**config.mk**
```make
export PLATFORM = sky130hd
export DESIGN_NAME = vga_frame_mapper
export DESIGN_NICKNAME = d
export VERILOG_FILES = /design/src/rtl/vga_frame_mapper.sv
export SDC_FILE = /design/constraint.sdc
export NUM_CORES = 1
export LEC_CHECK = 0
export ABC_CLOCK_PERIOD_IN_PS = 4650
export CAP_MARGIN = 20
export CORE_MARGIN = 1.5
export CORE_UTILIZATION = 45
export CTS_CLUSTER_DIAMETER = 150
export DETAILED_ROUTE_END_ITERATION = 8
export PLACE_DENSITY = 0.79
export SETUP_SLACK_MARGIN = 0.1
export SYNTH_ARGS = -nofsm -noshare
export SYNTH_HDL_FRONTEND = slang
export SYNTH_SLANG_ARGS = --single-unit
```
**constraint.sdc**
```tcl
create_clock -name clk -period 4.65 [get_ports clk]
set_clock_uncertainty 0.1 [all_clocks]
set_input_delay 0.93 -clock clk [delete_from_list [all_inputs] [get_ports clk]]
set_output_delay 0.93 -clock clk [all_outputs]
set_load 0.05 [all_outputs]
```
**src/rtl/vga_frame_mapper.sv**
```systemverilog
// Maps VGA raster positions onto a camera framebuffer window with integer zoom.
// Pipeline: stage 1 window/scale math, stage 2 address, RD_LAT-cycle memory
// read, then a registered pixel mux. One position accepted per clock.
module vga_frame_mapper #(
  parameter int CAM_SCREEN_X = 160,
  parameter int CAM_SCREEN_Y = 120,
  parameter int AW           = 15,
  parameter int DW           = 8,
  parameter int RD_LAT       = 1
) (
  input  logic          clk,
  input  logic          rst,
  input  logic [9:0]    posX,
  input  logic [8:0]    posY,
  input  logic [1:0]    scale,
  input  logic [9:0]    off_x,
  input  logic [8:0]    off_y,
  input  logic [DW-1:0] border_color,
  input  logic [DW-1:0] mem_data,
  output logic [AW-1:0] mem_addr,
  output logic [DW-1:0] pixel_out,
  output logic          in_window,
  output logic [7:0]    frame_cnt
);

  localparam logic [9:0] CAM_X_L = 10'(CAM_SCREEN_X);
  localparam logic [8:0] CAM_Y_L = 9'(CAM_SCREEN_Y);

  // Shadow configuration, frozen for the duration of a frame
  logic [1:0]    sh_scale;
  logic [9:0]    sh_off_x;
  logic [8:0]    sh_off_y;
  logic [DW-1:0] sh_border;

  // Configuration seen by the current position
  logic          frame_start;
  logic [1:0]    cur_scale;
  logic [9:0]    cur_off_x;
  logic [8:0]    cur_off_y;
  logic [DW-1:0] cur_border;
  logic [1:0]    shift;
  logic [9:0]    rx;
  logic [8:0]    ry;
  logic [9:0]    sx_c;
  logic [8:0]    sy_c;
  logic          win_c;

  // Stage 1 registers
  logic [9:0]    s1_sx;
  logic [8:0]    s1_sy;
  logic          s1_win;
  logic [DW-1:0] s1_border;

  // Stage 2 registers (mem_addr is the stage 2 address register)
  logic          s2_win;
  logic [DW-1:0] s2_border;
  logic [AW-1:0] addr_c;

  // Delay line matching the framebuffer read latency
  logic          win_dly    [RD_LAT];
  logic [DW-1:0] border_dly [RD_LAT];

  assign frame_start = (posX == '0) && (posY == '0);

  // Select the effective config and compute window membership for this position.
  // The frame-start pixel already uses the config being loaded, so the whole
  // frame, including its first pixel, sees one consistent configuration.
  always_comb begin
    cur_scale  = frame_start ? scale        : sh_scale;
    cur_off_x  = frame_start ? off_x        : sh_off_x;
    cur_off_y  = frame_start ? off_y        : sh_off_y;
    cur_border = frame_start ? border_color : sh_border;
    case (cur_scale)
      2'd0:    shift = 2'd0;
      2'd1:    shift = 2'd1;
      default: shift = 2'd2;
    endcase
    rx    = posX - cur_off_x;
    ry    = posY - cur_off_y;
    sx_c  = rx >> shift;
    sy_c  = ry >> shift;
    win_c = (posX >= cur_off_x) && (posY >= cur_off_y) &&
            (sx_c < CAM_X_L) && (sy_c < CAM_Y_L);
  end

  // Shadow config load and frame counter, both at frame start
  always_ff @(posedge clk) begin
    if (rst) begin
      sh_scale  <= '0;
      sh_off_x  <= '0;
      sh_off_y  <= '0;
      sh_border <= '0;
      frame_cnt <= '0;
    end else if (frame_start) begin
      sh_scale  <= scale;
      sh_off_x  <= off_x;
      sh_off_y  <= off_y;
      sh_border <= border_color;
      frame_cnt <= frame_cnt + 8'd1;
    end
  end

  // Stage 1: register scaled camera coordinates and window flag
  always_ff @(posedge clk) begin
    if (rst) begin
      s1_sx     <= '0;
      s1_sy     <= '0;
      s1_win    <= 1'b0;
      s1_border <= '0;
    end else begin
      s1_sx     <= sx_c;
      s1_sy     <= sy_c;
      s1_win    <= win_c;
      s1_border <= cur_border;
    end
  end

  assign addr_c = AW'(s1_sy) * AW'(CAM_SCREEN_X) + AW'(s1_sx);

  // Stage 2: framebuffer address, forced to zero outside the window
  always_ff @(posedge clk) begin
    if (rst) begin
      mem_addr  <= '0;
      s2_win    <= 1'b0;
      s2_border <= '0;
    end else begin
      mem_addr  <= s1_win ? addr_c : '0;
      s2_win    <= s1_win;
      s2_border <= s1_border;
    end
  end

  // Carry window flag and border colour alongside the memory read
  always_ff @(posedge clk) begin
    if (rst) begin
      for (int unsigned i = 0; i < RD_LAT; i++) begin
        win_dly[i]    <= 1'b0;
        border_dly[i] <= '0;
      end
    end else begin
      win_dly[0]    <= s2_win;
      border_dly[0] <= s2_border;
      for (int unsigned i = 1; i < RD_LAT; i++) begin
        win_dly[i]    <= win_dly[i-1];
        border_dly[i] <= border_dly[i-1];
      end
    end
  end

  // Output pixel mux: framebuffer data inside the window, border outside
  always_ff @(posedge clk) begin
    if (rst) begin
      pixel_out <= '0;
      in_window <= 1'b0;
    end else begin
      pixel_out <= win_dly[RD_LAT-1] ? mem_data : border_dly[RD_LAT-1];
      in_window <= win_dly[RD_LAT-1];
    end
  end

endmodule

```
==> results of run 1 <==
## per-stage QoR
stage | std cells | hold slack [ns] | util
6_report | 835 | 0.336 | 0.631
4_1_cts | 832 | 0.339 | 0.619
3_5_place_dp | 814 | 0.314 | 0.597
5_1_grt | 835 | 0.349 | 0.631
2_1_floorplan | 541 | 0.306 | -
3_3_place_gp | 814 | 0.318 | 0.597
## critical path: cells and delay by family
| kind | cells | cell delay, ns |
|---|---|---|
| AND/OR/NAND/NOR | 7 | 1.09 |
| XOR/XNOR | 1 | 0.19 |
| adder cells (fa/ha/maj) | 2 | 0.52 |
| buffers and inverters | 2 | 0.51 |
| AO/OA/AOI/OAI | 6 | 1.51 |
## sequential cells by signal, indices dropped and copies added, names as in the netlist
name        cells
mem_addr       15
s1_sx          10
sh_off_x       10
s1_sy           9
sh_off_y        9
border_dly      8
frame_cnt       8
pixel_out       8
s1_border       8
s2_border       8
sh_scale        2
in_window       1
s1_win          1
s2_win          1
win_dly         1
## Yosys cell counts (all sizes together), types with 3 or more instances
library cell  number  area share
a2111oi            3      0.0068
a211oi             8       0.012
a21o               9       0.014
a21oi             32       0.033
a221oi             3      0.0091
a311oi             3      0.0066
and2               8       0.010
buf                8      0.0081
clkbuf            13      0.0099
dfxtp             99        0.40
fa                 4       0.016
ha                37       0.094
inv               20       0.015
mux2i             28       0.060
nand2             46       0.036
nand2b             6      0.0081
nand3              8      0.0081
nand4              6      0.0076
nor2              79       0.060
nor2b             30       0.038
nor3               9      0.0091
nor4               4      0.0063
nor4b              4       0.010
o21ai             11       0.011
o21bai             4      0.0061
xnor2             21       0.037
xor2              13       0.023
## metal layers
| layer | vias to the layer above | wire length, µm | GRT usage |
|---|---|---|---|
| li1 | 2154 | - | - |
| met1 | 1908 | 5150 | 0.233 |
| met2 | 106 | 5390 | 0.326 |
| met3 | 10 | 488 | 0.0381 |
| met4 | 0 | 156 | 0.0573 |
| met5 | - | 0 | 0 |
## worst max path at each step
stage                  from     end  slack (ns)  depth (start not counted)
finish              posX[1]  s1_win        0.05                         18
global route        posX[1]  s1_win       -0.02                         18
CTS                 posY[0]  s1_win        0.11                         20
detailed placement  posX[3]  s1_win       -0.43                         18
global placement    posX[3]  s1_win       -0.16                         18
floorplan           posX[3]  s1_win        0.13                         16
## area by class of cell
type	instances	area [µm²]
Inverter	20	75.1
Fill cell	904	3960
Clock buffer	9	124
Timing Repair Buffer	159	1430
Clock inverter	7	86.3
Multi-Input combinational cell	401	2910
Tap cell	140	175
Sequential cell	99	1980
## cells by family (layout without fill, tap and decap cells)
family / Yosys count / in the layout
AOI/OAI and AO/OA: 89 / 89
DFF: 99 / 99
xor gates and xnor gates: 34 / 34
muxes: 29 / 29
adders and majority gates: 41 / 41
and+or+nand+nor: 208 / 208
buffers and inverters: 41 / 195
## cells in the final DEF (no fill, tap or decap), drive strengths merged, types with 11 or more instances in the layout
cell type	netlist	layout
nor2b	30	30
mux2i	28	28
nor2	79	79
o21ai	11	11
clkdlybuf4s50	0	78
buf	8	71
nand2	46	46
ha	37	37
dfxtp	99	99
inv	20	25
xnor2	21	21
xor2	13	13
a21oi	32	32
## power by group through the flow
stage	Sequential, µW	Combinational [µW]	Clock, µW
after floorplan	886	177	0
after global placement	886	308	0
after detailed placement	887	313	0
after CTS	867	318	579
after global routing	869	361	614
final	867	331	566
## repair_timing
action,4_1_cts,5_1_grt
resized for setup,2,27
hold buffers,0,0
pin swaps,4,12
endpoints found under the hold margin,0,0
setup endpoints to repair,1,9
buffers inserted,2,3
==> impl_metrics.yaml, run 1 <==
timing:
  maxSlewViolCount: 0
  worstMarginPinSlew_ns: 0.810
  setup-violations-final: 0
  fin_crit_sh: 0.988
  worst_slack_ns: 0.0548
  hold_viol: 0
  fin_crit_ns: 4.60
  max_slew_margin: 0.460
  fmax_mhz: 218
  setup_tns_ns: 0
power_and_ir_drop:
  peakVddDrop_uv: 143
  power_frac_comb: 0.188
  p_seq_frac: 0.492
  p_per_area_nw_per_um2: 260
  power_frac_clock: 0.321
  swShare: 0.288
  power_leakage_uw: 0.00292
  switchingPower_uw: 508
  power.internal_uw: 1260
  p_total_uw: 1760
outcome:
  outcome: "finished, final reports clean"
clocking:
  h-tree-depth: 3
  cts_sinks: 99
  clockRootBuffer: "clkbuf_8"
  cts_tree: "done"
  clockBufferDepth: 2
  clk_pin_slew_ns: 0.10
  cts_made_buffers: 9
  clk_latency_ns: 0.37
synthesis:
  ys_warn_count: 0
  async_reset_ff_frac: 0
  yosys.area_share.simple: 0.205
  synth_top_family_by_area: "simple AND/OR/NAND/NOR gates"
  synthAdderAreaFrac: 0.110
  synth_nets: 640
  synthCells: 541
  seq_area_frac_synth: 0.402
  synth_compound_area_frac: 0.127
  synth_edf_count: 0
  synth_xor_area_frac: 0.0604
  ys_seq_elements: 99
  syn_area_um2: 4930
  synthMuxAreaShare: 0.0624
  synth.avg_cell_area_um2: 9.12
  synthFlopType: "dfxtp_1"
  synth_cell_types: 58
global_route:
  grt_pass1_wl_mm: 17.3
  gr-total-overflow: 0
  grt_pass1_vias: 3913
  grt_max_degree: 83
  antenna_found_initial: 0
  grt_usage: 0.188
floorplanning:
  die_area_um2: 11600
  die_h_um: 108
  fp.dieW_um: 108
  boundaryPins: 90
  core_area_um2: 10700
  num_rows: 38
  start_util: 0.459
placed_design:
  place_congestion: 0.922
  port_buffers: 89
  place_ws_ns: -0.427
  dpl_cell_area_um2: 6420
  hpwl_mm: 8.45
worst_setup_path:
  path_cells: "clkdlybuf4s50_1 > nor4_4 > nand4_1 > nor2_2 > nand2_1 > nand2_2 > ha_2 > inv_1 > fa_2 > a21oi_2 > a21boi_1 > a221o_1 > a31o_4 > xnor2_2 > nor2_1 > a221oi_2 > nand2_2 > a2111oi_4"
  crit_arrival_ns: 4.76
  cpPeakStageDelay_ns: 0.46
  critPathMaxFanout: 3
  required_ns: 4.81
  r2r_setup_slack_ns: 1.53
  cpMaxStageDelayCell: "clkdlybuf4s50_1"
  r2r-end: "s1_win"
  reg2regPathDepth: 14
  rr_startpoint: "sh_off_x[0]"
  crit_type: "in -> reg"
  endpoint_kind: "register"
  cpMostUsedCell: "nand2_2"
  cp-start-kind: "primary input"
worst_hold_path:
  worstHoldPathCells: 1
  hp-class: "reg -> reg"
  hp-start: "s1_sx[3]"
  hold_end: "mem_addr[3]"
finish:
  final_cell_area_um2: 6790
  drive_gt1_frac: 0.176
  nets: 789
  n_antenna_cell: 0
  syn2layout_area_growth_pct: 37.6
detailed_routing:
  drt_iter0_drc: 222
  via_count: 4178
  via_per_inst: 5.00
  ant_nets: 0
  route.final.wire_length_mm: 11.2
  wl_per_cell_um: 13.4
  drc: 0
  drt_pass1_iterations: 4
job:
  drv_cap: 0
No activity file was read; power rests on OpenSTA's default activity.
==> inputs of run 2 (changes only) <==
- CAP_MARGIN: 20 -> default
- CORE_UTILIZATION: 45 -> 48
- CTS_CLUSTER_SIZE: default -> 16
- PLACE_DENSITY: 0.79 -> 0.83
==> run 2 against run 1 <==
Effect of this change: non-clock buffer count grew 1; clock power about the same; combinational power up 3%; final area is 0.63% higher; final cell count is 0.72% lower; first-iteration DRC count fell by 2.7%; critical path type unchanged.
==> impl_metrics.yaml, run 2 (synthesis gave the netlist of run 1 again) <==
floorplanning:
  start_util: 0.500
  boundaryPins: 90
  die_area_um2: 10900
  fp.dieW_um: 104
  die_h_um: 104
  core_area_um2: 9860
  num_rows: 36
timing:
  setup-violations-final: 0
  fin_crit_sh: 0.976
  hold_viol: 0
  setup_tns_ns: 0
  max_slew_margin: 0.515
  worst_slack_ns: 0.112
  fmax_mhz: 220
  worstMarginPinSlew_ns: 0.728
  fin_crit_ns: 4.54
  maxSlewViolCount: 0
placed_design:
  place_congestion: 0.878
  place_ws_ns: -0.357
  port_buffers: 89
  dpl_cell_area_um2: 6420
  hpwl_mm: 8.71
clocking:
  clockBufferDepth: 2
  cts_made_buffers: 9
  clk_pin_slew_ns: 0.10
  clockRootBuffer: "clkbuf_8"
  clk_latency_ns: 0.37
  cts_tree: "done"
  cts_sinks: 99
  h-tree-depth: 3
global_route:
  grt_max_degree: 51
  gr-total-overflow: 0
  antenna_found_initial: 0
  grt_pass1_wl_mm: 18.6
  grt_pass1_vias: 4145
  grt_usage: 0.211
job:
  drv_cap: 0
power_and_ir_drop:
  swShare: 0.292
  peakVddDrop_uv: 218
  power_frac_comb: 0.193
  power.internal_uw: 1260
  power_frac_clock: 0.318
  p_seq_frac: 0.489
  switchingPower_uw: 517
  p_per_area_nw_per_um2: 260
  power_leakage_uw: 0.00299
worst_setup_path:
  crit_arrival_ns: 4.70
  critPathMaxFanout: 3
  reg2regPathDepth: 14
  crit_type: "in -> reg"
  cp-start-kind: "primary input"
  required_ns: 4.81
  endpoint_kind: "register"
  cpPeakStageDelay_ns: 0.45
  cp_top_family: "compound AO/OA/AOI/OAI gates"
  cp_num_buf_inv: 2
  path_cells: "clkdlybuf4s50_1 > or3_4 > nor2_4 > nand2_1 > nand2_2 > ha_2 > inv_1 > fa_2 > a21oi_2 > a21boi_2 > a221o_1 > a31o_4 > a311oi_2 > o22ai_1 > a21oi_2 > nand2_2 > a2111oi_4"
  path_depth: 17
  cpMaxStageDelayCell: "clkdlybuf4s50_1"
finish:
  reg_top3: "mem_addr x15, s1_sx x10, sh_off_x x10"
  largest_reg_flops: 15
  nets: 790
  layout_commonest_cell: "dfxtp_1"
  n_antenna_cell: 0
  final_cell_area_um2: 6830
  final_cell_mix: "99 x dfxtp_1, 78 x nor2_1, 72 x clkdlybuf4s50_1"
  syn2layout_area_growth_pct: 38.4
  drive_gt1_frac: 0.177
  top_register: "mem_addr"
  fillers: 760
worst_hold_path:
  worstHoldPathCells: 1
  hp-class: "reg -> reg"
detailed_routing:
  ant_nets: 0
  drt_pass1_iterations: 4
  drc: 0
  via_per_inst: 5.19
  via_count: 4300
  wl_per_cell_um: 14.2
  drt_iter0_drc: 216
  route.final.wire_length_mm: 11.8
outcome:
  outcome: "finished, final reports clean"
run 2: final timing paths:
path / startpoint / to / slack (ns)
worst max-delay path: posY[4] / s1_win / 0.11
worst min register to register: s1_sx[0] / mem_addr[0] / 0.34
worst min-delay path: s1_sx[0] / mem_addr[0] / 0.34
worst max register to register: sh_off_x[0] / s1_win / 1.38
run 2: layout make-up:
type                            count  area, µm²  area share
Tap cell                          133        166      0.0244
Inverter                           20       75.1      0.0110
Timing Repair Buffer              160       1460       0.214
Clock inverter                      7       86.3      0.0126
Sequential cell                    99       1980       0.290
Clock buffer                        9        124      0.0181
Multi-Input combinational cell    401       2940       0.430
run 2: through the flow:
stage               power [µW]  std cells   util  hold WS [ns]
finish                    1770        829  0.692         0.336
global route              1860        829  0.692         0.354
CTS                       1760        825  0.674         0.338
detailed placement        1200        809  0.651         0.316
global placement          1190        809  0.651         0.315
floorplan                 1060        541      -         0.306
run 2: power groups by stage:
stage	sequential, µW	clock, µW	combinational, µW
3_3_place_gp	886	0	306
4_1_cts	868	575	323
2_1_floorplan	886	0	177
6_report	867	563	342
3_5_place_dp	887	0	317
5_1_grt	869	618	372
run 2: timing repair:
item | CTS | global route
endpoints found under the hold margin | 0 | 0
endpoints found under the setup margin | 1 | 10
pin swaps | 3 | 13
hold buffers | 0 | 0
setup buffers | 0 | 4
resized for setup | 2 | 37
run 2: metal layers:
metal | wire length, µm | global-route usage | up-vias
met3 | 631 | 0.0545 | 30
met4 | 404 | 0.0883 | 0
met1 | 5090 | 0.255 | 1968
met5 | 0 | 0 | -
li1 | - | - | 2158
met2 | 5650 | 0.355 | 144
==> inputs of run 3 (changes only) <==
- SETUP_SLACK_MARGIN: 0.1 -> default
==> run 3 against run 2 <==
Effect of this change: final area rose by 0.93%; global-route usage up 0.27 points; combinational power about the same; worst setup slack worse by 0.072 ns; largest cell class unchanged.
==> impl_metrics.yaml, run 3 (synthesis gave the netlist of run 1 again) <==
floorplanning:
  die_h_um: 104
  start_util: 0.500
  fp.dieW_um: 104
  die_area_um2: 10900
  boundaryPins: 90
  num_rows: 36
  core_area_um2: 9860
worst_hold_path:
  worstHoldPathCells: 1
  hold_end: "mem_addr[0]"
  hp-class: "reg -> reg"
  hp-start: "s1_sx[0]"
placed_design:
  hpwl_mm: 8.74
  place_ws_ns: -0.424
  dpl_cell_area_um2: 6470
  place_congestion: 0.889
  port_buffers: 89
power_and_ir_drop:
  power_leakage_uw: 0.00291
  p_per_area_nw_per_um2: 256
  peakVddDrop_uv: 179
clocking:
  h-tree-depth: 3
  cts_sinks: 99
  clockBufferDepth: 2
  cts_made_buffers: 9
  cts_tree: "done"
  clockRootBuffer: "clkbuf_8"
  clk_latency_ns: 0.37
  clk_pin_slew_ns: 0.10
  cts_hold_buf: 0
global_route:
  grt_max_degree: 83
  grt_pass1_vias: 4232
  grt_usage: 0.214
  antenna_found_initial: 0
  grt_pass1_wl_mm: 19.0
  gr-total-overflow: 0
worst_setup_path:
  reg2regPathDepth: 14
  crit_type: "in -> reg"
  rr_startpoint: "sh_off_x[0]"
  critPathMaxFanout: 8
  endpoint_kind: "register"
  cp-start-kind: "primary input"
  r2r-end: "s1_win"
  required_ns: 4.82
  r2r_setup_slack_ns: 1.47
  crit_arrival_ns: 4.78
timing:
  fin_crit_sh: 0.991
  hold_viol: 0
  worstMarginPinSlew_ns: 0.822
  worst_slack_ns: 0.0407
  setup-violations-final: 0
  fmax_mhz: 217
  max_slew_margin: 0.452
  fin_crit_ns: 4.61
  maxSlewViolCount: 0
  setup_tns_ns: 0
detailed_routing:
  drc: 0
  via_count: 4273
  route.final.wire_length_mm: 11.5
  wl_per_cell_um: 13.7
  drt_iter0_drc: 185
  ant_nets: 0
  via_per_inst: 5.09
  drt_pass1_iterations: 4
finish:
  top_register: "mem_addr"
  final_cell_area_um2: 6890
  final_cell_mix: "99 x dfxtp_1, 85 x clkdlybuf4s50_1, 79 x buf_4"
  drive_gt1_frac: 0.201
  fin_util: 0.699
  syn2layout_area_growth_pct: 39.7
  reg_top3: "mem_addr x15, s1_sx x10, sh_off_x x10"
  n_antenna_cell: 0
  nets: 800
  largest_reg_flops: 15
  fillers: 728
  layout_commonest_cell: "dfxtp_1"
job:
  drv_cap: 0
outcome:
  outcome: "finished, final reports clean"
-- run 3: cell types whose count changed in the layout (fill, tap and decap cells not counted), moves of 2 or more --
cell / delta
clkdlybuf4s50_1: +13
dlymetal6s2s_1: -13
buf_4: +8
nor4_2: +3
nor4_4: -3
a21oi_1: -2
a21oi_4: +2
buf_6: +2
inv_6: -2
mux2i_1: -2
mux2i_2: +2
-- run 3: per-stage QoR --
stage               std cells  power [µW]  hold slack (ns)
detailed placement        819        1210            0.317
global route              839        1850            0.358
CTS                       835        1750            0.344
finish                    839        1760            0.341
global placement          819        1200            0.315
floorplan                 541        1060            0.306
-- run 3: worst max-delay path by stage --
stage | start | endpoint | cells past startpoint
final | posY[5] | s1_win | 20
after global routing | posX[3] | s1_win | 18
after CTS | posY[5] | s1_win | 19
after detailed placement | posY[0] | s1_win | 19
after global placement | posY[0] | s1_win | 19
after floorplan | posX[6] | s1_win | 16
-- run 3: worst max-delay path, cell delays in order --
cell and delay [ns]:
clkdlybuf4s50_1 0.52, nor4_2 0.06, buf_4 0.14, and4_4 0.19, nand2b_2 0.11, buf_6 0.16
nand2_1 0.09, nand2_2 0.08, ha_2 0.18, inv_1 0.06, fa_2 0.42, a21oi_4 0.16
a21boi_2 0.08, a221o_1 0.33, a31o_4 0.26, xnor2_4 0.20, nor2_1 0.07, a221oi_2 0.25
nand2_1 0.15, a2111oi_4 0.31
-- run 3: report_power, final --
part	internal (µW)	switching, µW
registers	861	6.50
logic	185	161
clock network	214	338
-- run 3: timing repair --
item | in CTS | in global routing
pin swaps | 1 | 15
setup buffers | 0 | 5
setup endpoints to repair | 1 | 7
gates resized for setup | 3 | 38
-- run 3: per-layer routing --
layer | wire [µm] | global-route usage | vias to the layer above | part of all wire
met4 | 225 | 0.0813 | 0 | 0.020
met1 | 4980 | 0.254 | 1965 | 0.43
met2 | 5740 | 0.378 | 118 | 0.50
met3 | 572 | 0.0414 | 16 | 0.050
met5 | 0 | 0 | - | 0
li1 | - | - | 2174 | -
-- run 3: cell type report --
cell class	count	area, µm²	share of cell area
clock buffer	9	124	0.0180
clock inverter	7	80.1	0.0116
inverter	20	75.1	0.0109
multi-input combinational	401	2960	0.429
sequential	99	1980	0.288
tap	133	166	0.0241
timing repair buffer	170	1510	0.219
